[src/rtl/calc_pkg.sv]
// Shared definitions for the calculator operand-stack controller:
// command codes, ALU op codes, response error codes and FSM states.
package calc_pkg;

    localparam logic [1:0] CMD_PUSH  = 2'b00;
    localparam logic [1:0] CMD_POP   = 2'b01;
    localparam logic [1:0] CMD_OP    = 2'b10;
    localparam logic [1:0] CMD_CLEAR = 2'b11;

    localparam logic [3:0] OP_NONE = 4'b0000;
    localparam logic [3:0] OP_ADD  = 4'b0001;
    localparam logic [3:0] OP_SUB  = 4'b0010;
    localparam logic [3:0] OP_MUL  = 4'b0100;
    localparam logic [3:0] OP_DIV  = 4'b1000;

    localparam logic [1:0] ERR_OK      = 2'b00;
    localparam logic [1:0] ERR_UNDER   = 2'b01;
    localparam logic [1:0] ERR_FULL    = 2'b10;
    localparam logic [1:0] ERR_ILLEGAL = 2'b11;

    typedef enum logic [1:0] {
        IDLE = 2'b00,
        EXEC = 2'b01,
        RESP = 2'b10
    } state_t;

    // Only the four one-hot codes are operations the ALU understands.
    function automatic logic is_legal_op(input logic [3:0] op);
        logic legal;
        case (op)
            OP_ADD, OP_SUB, OP_MUL, OP_DIV: legal = 1'b1;
            default:                        legal = 1'b0;
        endcase
        return legal;
    endfunction

endpackage

[src/rtl/calc_stack_ctrl_if.sv]
// Command/response channel between the front-end parser (master) and the
// operand-stack controller (slave).
interface calc_stack_ctrl_if #(
    parameter int DATA_W = 32
);
    logic              cmd_valid;
    logic              cmd_ready;
    logic [1:0]        cmd_code;
    logic [DATA_W-1:0] cmd_data;
    logic [3:0]        cmd_op;
    logic              rsp_valid;
    logic [1:0]        rsp_err;
    logic [DATA_W-1:0] rsp_data;

    modport master (
        output cmd_valid, cmd_code, cmd_data, cmd_op,
        input  cmd_ready, rsp_valid, rsp_err, rsp_data
    );

    modport slave (
        input  cmd_valid, cmd_code, cmd_data, cmd_op,
        output cmd_ready, rsp_valid, rsp_err, rsp_data
    );
endinterface

[src/rtl/calc_stack_mem.sv]
// LIFO storage: DEPTH x DATA_W register array with one write port and two
// asynchronous read ports (top and second-from-top). Contents are not reset.
module calc_stack_mem #(
    parameter  int DEPTH  = 8,
    parameter  int DATA_W = 32,
    localparam int AW     = (DEPTH > 1) ? $clog2(DEPTH) : 1
) (
    input  logic              clk,
    input  logic              we,
    input  logic [AW-1:0]     waddr,
    input  logic [DATA_W-1:0] wdata,
    input  logic [AW-1:0]     top_addr,
    input  logic [AW-1:0]     next_addr,
    output logic [DATA_W-1:0] top_data,
    output logic [DATA_W-1:0] next_data
);

    logic [DATA_W-1:0] mem [DEPTH];

    always_ff @(posedge clk) begin
        if (we) begin
            mem[waddr] <= wdata;
        end
    end

    // Addresses past DEPTH only occur when the stack is too shallow to care.
    assign top_data  = (32'(top_addr)  < DEPTH) ? mem[top_addr]  : '0;
    assign next_data = (32'(next_addr) < DEPTH) ? mem[next_addr] : '0;

endmodule

[src/rtl/calc_stack_ctrl.sv]
// Operand-stack controller driving a combinational 32-bit ALU.
// Optional feature macro CALC_DIV0_TRAP_EN: reject divide-by-zero at acceptance.
module calc_stack_ctrl
    import calc_pkg::*;
#(
    parameter  int DEPTH  = 8,
    parameter  int DATA_W = 32,
    localparam int PTR_W  = $clog2(DEPTH + 1)
) (
    input  logic               clk,
    input  logic               rst_n,
    calc_stack_ctrl_if.slave   bus,
    output logic [DATA_W-1:0]  alu_a,
    output logic [DATA_W-1:0]  alu_b,
    output logic [3:0]         alu_op,
    input  logic [DATA_W-1:0]  alu_y,
    input  logic               alu_overflow,
    output logic [PTR_W-1:0]   depth,
    output logic               ovf_sticky
);

    localparam int AW = (DEPTH > 1) ? $clog2(DEPTH) : 1;
    localparam logic [PTR_W-1:0] CNT_FULL = PTR_W'(DEPTH);
    localparam logic [PTR_W-1:0] CNT_ONE  = PTR_W'(1);
    localparam logic [PTR_W-1:0] CNT_TWO  = PTR_W'(2);

    state_t            state, state_nx;
    logic [PTR_W-1:0]  depth_nx;
    logic              ovf_nx;
    logic [DATA_W-1:0] alu_a_nx, alu_b_nx;
    logic [3:0]        alu_op_nx;
    logic              rsp_valid_q, rsp_valid_nx;
    logic [1:0]        rsp_err_q, rsp_err_nx;
    logic [DATA_W-1:0] rsp_data_q, rsp_data_nx;

    logic              mem_we;
    logic [AW-1:0]     mem_waddr;
    logic [DATA_W-1:0] mem_wdata;
    logic [AW-1:0]     top_addr, next_addr;
    logic [DATA_W-1:0] top_data, next_data;
    logic [DATA_W-1:0] top_val;
    logic              accept;

    calc_stack_mem #(
        .DEPTH  (DEPTH),
        .DATA_W (DATA_W)
    ) u_mem (
        .clk       (clk),
        .we        (mem_we),
        .waddr     (mem_waddr),
        .wdata     (mem_wdata),
        .top_addr  (top_addr),
        .next_addr (next_addr),
        .top_data  (top_data),
        .next_data (next_data)
    );

    assign top_addr  = AW'(depth - CNT_ONE);
    assign next_addr = AW'(depth - CNT_TWO);
    assign top_val   = (depth != '0) ? top_data : '0;
    assign accept    = bus.cmd_valid && (state == IDLE);

    assign bus.cmd_ready = (state == IDLE);
    assign bus.rsp_valid = rsp_valid_q;
    assign bus.rsp_err   = rsp_err_q;
    assign bus.rsp_data  = rsp_data_q;

    // Every registered output is computed here; a response is prepared on the
    // same edge that enters RESP so rsp_valid is high exactly while in RESP.
    always_comb begin
        state_nx     = state;
        depth_nx     = depth;
        ovf_nx       = ovf_sticky;
        alu_a_nx     = alu_a;
        alu_b_nx     = alu_b;
        alu_op_nx    = alu_op;
        rsp_valid_nx = 1'b0;
        rsp_err_nx   = rsp_err_q;
        rsp_data_nx  = rsp_data_q;
        mem_we       = 1'b0;
        mem_waddr    = AW'(depth);
        mem_wdata    = bus.cmd_data;

        case (state)
            IDLE: begin
                if (accept) begin
                    state_nx     = RESP;
                    rsp_valid_nx = 1'b1;
                    rsp_err_nx   = ERR_OK;
                    rsp_data_nx  = top_val;
                    case (bus.cmd_code)
                        CMD_PUSH: begin
                            if (depth == CNT_FULL) begin
                                rsp_err_nx = ERR_FULL;
                            end else begin
                                mem_we      = 1'b1;
                                depth_nx    = depth + CNT_ONE;
                                rsp_data_nx = bus.cmd_data;
                            end
                        end
                        CMD_POP: begin
                            if (depth == '0) begin
                                rsp_err_nx = ERR_UNDER;
                            end else begin
                                depth_nx    = depth - CNT_ONE;
                                rsp_data_nx = (depth >= CNT_TWO) ? next_data : '0;
                            end
                        end
                        CMD_CLEAR: begin
                            depth_nx    = '0;
                            ovf_nx      = 1'b0;
                            rsp_data_nx = '0;
                        end
                        default: begin
                            if (!is_legal_op(bus.cmd_op)) begin
                                rsp_err_nx = ERR_ILLEGAL;
                            end else if (depth < CNT_TWO) begin
                                rsp_err_nx = ERR_UNDER;
`ifdef CALC_DIV0_TRAP_EN
                            end else if ((bus.cmd_op == OP_DIV) && (top_data == '0)) begin
                                rsp_err_nx = ERR_ILLEGAL;
`endif
                            end else begin
                                state_nx     = EXEC;
                                rsp_valid_nx = 1'b0;
                                alu_a_nx     = next_data;
                                alu_b_nx     = top_data;
                                alu_op_nx    = bus.cmd_op;
                            end
                        end
                    endcase
                end
            end
            EXEC: begin
                // Result overwrites the second entry; overflow only flags.
                state_nx     = RESP;
                mem_we       = 1'b1;
                mem_waddr    = next_addr;
                mem_wdata    = alu_y;
                depth_nx     = depth - CNT_ONE;
                ovf_nx       = ovf_sticky | alu_overflow;
                alu_op_nx    = OP_NONE;
                rsp_valid_nx = 1'b1;
                rsp_err_nx   = ERR_OK;
                rsp_data_nx  = alu_y;
            end
            RESP: begin
                state_nx = IDLE;
            end
            default: begin
                state_nx = IDLE;
            end
        endcase
    end

    // State and output registers; stack contents live in calc_stack_mem.
    always_ff @(posedge clk or negedge rst_n) begin
        if (!rst_n) begin
            state       <= IDLE;
            depth       <= '0;
            ovf_sticky  <= 1'b0;
            alu_a       <= '0;
            alu_b       <= '0;
            alu_op      <= OP_NONE;
            rsp_valid_q <= 1'b0;
            rsp_err_q   <= ERR_OK;
            rsp_data_q  <= '0;
        end else begin
            state       <= state_nx;
            depth       <= depth_nx;
            ovf_sticky  <= ovf_nx;
            alu_a       <= alu_a_nx;
            alu_b       <= alu_b_nx;
            alu_op      <= alu_op_nx;
            rsp_valid_q <= rsp_valid_nx;
            rsp_err_q   <= rsp_err_nx;
            rsp_data_q  <= rsp_data_nx;
        end
    end

endmodule

[src/flat_wrapper.sv]
// flat-port wrapper written by rule: the top's interface ports become plain ports
module calc_stack_ctrl_flat import calc_pkg::*;
#(
    parameter  int DEPTH  = 8,
    parameter  int DATA_W = 32,
    localparam int PTR_W  = $clog2(DEPTH + 1)
)
  (clk, rst_n, alu_a, alu_b, alu_op, alu_y, alu_overflow, depth, ovf_sticky, bus_cmd_valid, bus_cmd_code, bus_cmd_data, bus_cmd_op, bus_cmd_ready, bus_rsp_valid, bus_rsp_err, bus_rsp_data);
  calc_stack_ctrl_if #(.DATA_W(DATA_W)) bus_i ();
  input  logic clk;
  input  logic rst_n;
  output logic [DATA_W-1:0] alu_a;
  output logic [DATA_W-1:0] alu_b;
  output logic [3:0] alu_op;
  input  logic [DATA_W-1:0] alu_y;
  input  logic alu_overflow;
  output logic [PTR_W-1:0] depth;
  output logic ovf_sticky;
  input wire logic [$bits(bus_i.cmd_valid)-1:0] bus_cmd_valid;
  input wire logic [$bits(bus_i.cmd_code)-1:0] bus_cmd_code;
  input wire logic [$bits(bus_i.cmd_data)-1:0] bus_cmd_data;
  input wire logic [$bits(bus_i.cmd_op)-1:0] bus_cmd_op;
  output wire logic [$bits(bus_i.cmd_ready)-1:0] bus_cmd_ready;
  output wire logic [$bits(bus_i.rsp_valid)-1:0] bus_rsp_valid;
  output wire logic [$bits(bus_i.rsp_err)-1:0] bus_rsp_err;
  output wire logic [$bits(bus_i.rsp_data)-1:0] bus_rsp_data;
  assign bus_i.cmd_valid = bus_cmd_valid;
  assign bus_i.cmd_code = bus_cmd_code;
  assign bus_i.cmd_data = bus_cmd_data;
  assign bus_i.cmd_op = bus_cmd_op;
  assign bus_cmd_ready = bus_i.cmd_ready;
  assign bus_rsp_valid = bus_i.rsp_valid;
  assign bus_rsp_err = bus_i.rsp_err;
  assign bus_rsp_data = bus_i.rsp_data;
  calc_stack_ctrl #(.DEPTH(DEPTH), .DATA_W(DATA_W)) u_core (.clk(clk), .rst_n(rst_n), .bus(bus_i), .alu_a(alu_a), .alu_b(alu_b), .alu_op(alu_op), .alu_y(alu_y), .alu_overflow(alu_overflow), .depth(depth), .ovf_sticky(ovf_sticky));
endmodule
[config.mk]
export PLATFORM = sky130hd
export DESIGN_NAME = calc_stack_ctrl_flat
export DESIGN_NICKNAME = d
export VERILOG_FILES = /design/src/rtl/calc_pkg.sv /design/src/rtl/calc_stack_ctrl_if.sv /design/src/rtl/calc_stack_mem.sv /design/src/rtl/calc_stack_ctrl.sv /design/src/flat_wrapper.sv
export SDC_FILE = /design/constraint.sdc
export NUM_CORES = 1
export LEC_CHECK = 0
export ABC_AREA = 1
export BUFFER_PORTS_ARGS = -buffer_cell sky130_fd_sc_hd__buf_4
export CORE_MARGIN = 1
export CORE_UTILIZATION = 37
export CTS_CLUSTER_SIZE = 30
export DETAILED_ROUTE_END_ITERATION = 6
export SYNTH_ARGS = -nofsm -noshare
export SYNTH_HDL_FRONTEND = slang
export SYNTH_SLANG_ARGS = --single-unit
[constraint.sdc]
create_clock -name clk -period 10.4 [get_ports clk]
set_clock_uncertainty 0.1 [all_clocks]
set_input_delay 2.08 -clock clk [delete_from_list [all_inputs] [get_ports clk]]
set_output_delay 2.08 -clock clk [all_outputs]
set_load 0.01 [all_outputs]
==> impl_metrics.toml, run 1 <==
[place]
gp_congestion = 0.836
dp.cells = 3045
port_buffers = 182
dp_hpwl_um = 34100
post-place-ws_ps = 5110

[cts]
clk_latency_ps = 580
h-tree-depth = 2
cts_tree = "built"
postCtsSetupRepairBufs = 0
clk_pin_slew_ps = 60
cts_buffers = 42
cts_resized = 0
numClockSinks = 366
cts.path.max_buffers = 3
root_buffer = "clkbuf_16"
hold_buffers = 0

[drt]
ant_nets = 0
routed_wl_um = 59000
first_pass_iters = 7
drtIter0Drc = 1550
drcViolationCount = 0
drt-wirelength-per-cell_um = 18.9
drt-vias-per-instance = 5.17
vias = 16138

[pwr]
ir_worst_vdd_uv = 350
power_mw = 6.43
powerDensity_nw_per_um2 = 290
p_leak_nw = 10.3

[critical_path]
worstSetupStartpointType = "flip-flop"
required_ps = 10470
arrival_ps = 5100
path_max_fanout = 74
r2r_slack_ps = 5370
critPathKind = "flip-flop to flip-flop"
cp-end-kind = "flip-flop"

[die]
die_y_um = 229
die_width_um = 229
rows = 82
start_util = 0.377
coreArea_sq_um = 50400
io_pins = 183
die_area_sq_um = 52300

[hold_path]
hp-class = "flip-flop to flip-flop"

[global_route]
antenna_found_initial = 0
grt_pass1_wl_um = 90600
grt_pass1_vias = 15675
grt.overflow.total = 0
track_usage = 0.224
grt_max_degree = 283

[timing]
whs_ps = 372
finalHoldViolations = 0
fmax_mhz = 199
worst_pin_slew_ps = 1380
setup_ws_ps = 5370
post-route-period-util = 0.484
setup-tns-final_ps = 0
setup_viol = 0
rsz0062_at_grt = "false"
relSlewSlack = 0.0783
slew_viol_final = 0
fin_crit_ps = 5030

[finish]
fin_nets = 2498
synthToLayoutAreaGrowth_pct = 16.6
antennaDiodeCount = 0
layoutNonFillerInstCount = 3122
drive_above_1_share = 0.133

[synth]
syn_area_per_cell_sq_um = 8.22
syn-instance-count = 2314
yosys_register_bits = 366
ys_seq_area_frac = 0.549
synthDistinctLibCells = 35
syn-cell-area_sq_um = 19000
syn_nets = 2395
yosys_warnings = 0

[run]
drv_cap = 0

[outcome]
status = "finished, final reports clean"
[Yosys cell counts, drive strengths merged]
library cell / n / area share
a21boi: 4 / 0.0016
a21oi: 66 / 0.023
a31oi: 1 / 0.00033
buf: 105 / 0.031
clkbuf: 33 / 0.0065
clkinv: 1 / 0.00020
dfrtp: 110 / 0.14
dlygate4sd1: 1 / 0.00046
edfxtp: 256 / 0.40
ha: 7 / 0.0046
inv: 282 / 0.056
nand2: 869 / 0.17
nand3: 451 / 0.12
nand4: 1 / 0.00066
nor2: 51 / 0.012
nor3: 1 / 0.00086
o211ai: 14 / 0.0055
o21ai: 51 / 0.013
o22ai: 3 / 0.0013
or2: 1 / 0.00033
xnor2: 2 / 0.0013
xor2: 4 / 0.0018
[state kept, by name (all words and copies together), names as in the netlist]
register,count
u_core.alu_b,32
u_core.bus.rsp_valid,1
u_core.depth,4
u_core.bus.rsp_data,32
u_core.u_mem.mem,256
u_core.alu_op,4
u_core.ovf_sticky,1
u_core.state,2
u_core.bus.rsp_err,2
u_core.alu_a,32
[per-stage QoR]
stage / utilization / instance area, sq um
2_1_floorplan: - / 19000
4_1_cts: 0.440 / 22200
3_3_place_gp: 0.412 / 20700
5_1_grt: 0.440 / 22200
6_report: 0.440 / 22200
3_5_place_dp: 0.412 / 20700
[area by class of cell]
class	instances	area [sq um]
well taps	672	841
clock buffers	50	1120
inverters	283	1070
multi-input cells	1526	6890
repair buffers	198	1500
fillers	4814	28200
clock inverters	27	299
flip-flops and latches	366	10400
[cells by family (layout without fill, tap and decap cells)]
logic type,count (synthesis),after routing,synth area share
flops,366,366,0.549
compound gates,139,139,0.0449
simple gates,1374,1374,0.304
xor+xnor,6,6,0.00316
fa+ha+maj,7,7,0.00461
buf+inv,422,558,0.0937
[metal layers]
metal / global-route usage / routed length (um) / up-vias
met5: 0 / 0 / -
met4: 0.0875 / 1730 / 0
met3: 0.0288 / 3920 / 116
met2: 0.377 / 28400 / 617
met1: 0.293 / 25000 / 7725
li1: - / - / 7680
[critical path, cell delays in order (launching register included)]
cell and delay [ps]:
dfrtp_2 330, buf_4 770, inv_2 30, buf_4 470, ha_2 1190, o21ai_0 340
inv_1 150, nand2_1 160, nor2_4 1040
[cell usage in the layout, fill, tap and decap left out, types with 6 or more instances in the layout]
master	instances
nand2_1	868
nand3_1	449
inv_1	273
edfxtp_1	256
buf_4	196
dfrtp_1	108
o21ai_0	51
clkbuf_16	42
a21oi_1	41
nor2_1	37
a21oi_2	24
o211ai_1	14
nor2_4	11
inv_2	9
clkinv_2	9
clkinv_1	7
bufinv_16	6
[report_power, final]
group | leakage, nW | switching (mW) | internal [mW]
Clock | 0.703 | 0.619 | 0.920
Combinational | 5.95 | 1.98 | 0.953
Sequential | 3.69 | 0.156 | 1.80
[final timing paths]
check / startpoint / endpoint / cells after the start
worst min-delay path: u_core.alu_a[16] / u_core.alu_a[16] / 2
worst max-delay path: u_core.depth[1] / u_core.u_mem.mem[1][16] / 8
worst max register to register: u_core.depth[1] / u_core.u_mem.mem[1][16] / 8
min in group asynchronous: rst_n / u_core.alu_a[7] / 1
worst min register to register: u_core.alu_a[16] / u_core.alu_a[16] / 2
max in group asynchronous: rst_n / u_core.depth[0] / 2
(Power assumes the default switching activity.)
==> run 2, diff against run 1 <==
- clock period: 10.4 -> 4.41 ns (I/O delays scaled with it)
==> run 2 against run 1 <==
Clock-buffer cell count increased by 5. Global-route usage grew 0.64 points. Sequential share of layout area shrank 0.31 points. Non-clock buffer count increased by 27. Critical endpoint is now u_core.u_mem.mem[7][20]. Clock power increased by 120%.
==> impl_metrics.toml, run 2 (synthesized netlist as in run 1, its figures left out) <==
[critical_path]
reg2reg_depth = 4
r2r_slack_ps = 1260
worstPathCellList = "buf_12, nand2_1, nor2_4, buf_4"
slowest_stage = "buf_12"
arrival_ps = 3280
path_buf_inv = 2
critPathTopFamily = "buffers and inverters"
path_max_fanout = 287
required_ps = 4540
worstReg2RegStart = "u_core.depth[0]"
crit_path_max_incr_delay_ps = 650
worstSetupStartpointType = "flip-flop"
cp-end-kind = "flip-flop"
rr_endpoint = "u_core.u_mem.mem[7][20]"
critPathKind = "flip-flop to flip-flop"

[cts]
cts.path.max_buffers = 3
h-tree-depth = 2
cts_resized = 0
postCtsSetupRepairBufs = 0
cts_tree = "built"
cts_buffers = 42
numClockSinks = 366
root_buffer = "clkbuf_16"
clk_pin_slew_ps = 60
hold_buffers = 0
clk_latency_ps = 580

[place]
dp_hpwl_um = 36500
gp_congestion = 0.818
port_buffers = 182
post-place-ws_ps = 832

[drt]
drcViolationCount = 0
ant_nets = 0
first_pass_iters = 6
drtIter0Drc = 1584
drt-vias-per-instance = 5.22
routed_wl_um = 60700
drt-wirelength-per-cell_um = 19.3
vias = 16437

[finish]
antennaDiodeCount = 0
synthToLayoutAreaGrowth_pct = 17.4
fillers = 4884
largest_reg_flops = 256
top_register = "u_core.u_mem.mem"
final_common_cell = "nand2_1"
fin_nets = 2525
final_cell_mix = "nand2_1 (868), nand3_1 (449), inv_1 (273), edfxtp_1 (256), buf_4 (219)"
drive_above_1_share = 0.140

[global_route]
track_usage = 0.230
grt_max_degree = 288
grt_pass1_wl_um = 93000
antenna_found_initial = 0
grt_pass1_vias = 16094
grt.overflow.total = 0

[die]
start_util = 0.377
rows = 82
die_area_sq_um = 52300
io_pins = 183
die_y_um = 229
die_width_um = 229
coreArea_sq_um = 50400

[outcome]
status = "finished, final reports clean"

[timing]
fmax_mhz = 318
setup_viol = 0
post-route-period-util = 0.714
rsz0062_at_grt = "false"
finalHoldViolations = 0
worst_pin_slew_ps = 1340
setup-tns-final_ps = 0
slew_viol_final = 0
setup_ws_ps = 1260
whs_ps = 181
relSlewSlack = 0.105
fin_crit_ps = 3150

[pwr]
powerDensity_nw_per_um2 = 679
p_leak_nw = 10.4
ir_worst_vdd_uv = 701

[hold_path]
hp-class = "input pin to asynchronous set/reset pin"

[run]
drv_cap = 0
[run 2: cell type report]
class	instances	area [sq um]	area share
clock buffer	55	1140	0.0511
clock inverter	19	171	0.00768
inverter	283	1070	0.0478
multi-input combinational	1526	6890	0.309
sequential	366	10400	0.468
tap	672	841	0.0377
timing repair buffer	225	1760	0.0787
[run 2: worst max-delay path by stage]
| stage | startpoint | to | slack (ps) | depth (start not counted) |
|---|---|---|---|---|
| 2_1_floorplan | u_core.depth[1] | u_core.u_mem.mem[0][0] | 550 | 10 |
| 3_3_place_gp | bus_cmd_valid | u_core.u_mem.mem[6][5] | 850 | 8 |
| 3_5_place_dp | bus_cmd_valid | u_core.u_mem.mem[6][5] | 830 | 8 |
| 4_1_cts | u_core.depth[0] | depth[0] | 1210 | 2 |
| 5_1_grt | u_core.depth[0] | u_core.u_mem.mem[7][19] | 1120 | 4 |
| 6_report | u_core.depth[0] | u_core.u_mem.mem[7][20] | 1260 | 4 |
[run 2: power by group]
group	total [mW]	switching, mW	internal (mW)
sequential	4.60	0.360	4.24
combinational	7.13	4.81	2.32
clock	3.43	1.43	1.99
[run 2: per-stage QoR]
step / instances / total power, mW / area [sq um] / utilization
2_1_floorplan: 2314 / 9.06 / 19000 / -
3_3_place_gp: 3072 / 11.6 / 21000 / 0.417
3_5_place_dp: 3072 / 11.8 / 21000 / 0.417
4_1_cts: 3146 / 15.2 / 22300 / 0.443
5_1_grt: 3146 / 16.1 / 22300 / 0.443
6_report: 3146 / 15.2 / 22300 / 0.443
[run 2: routing by layer]
layer | share of wire | wire [um] | global-route usage | vias to the layer above
met5 | 0 | 0 | 0 | -
met4 | 0.033 | 1980 | 0.0906 | 0
met3 | 0.070 | 4220 | 0.0363 | 133
met2 | 0.48 | 29100 | 0.384 | 670
met1 | 0.42 | 25400 | 0.300 | 7910
li1 | - | - | - | 7724
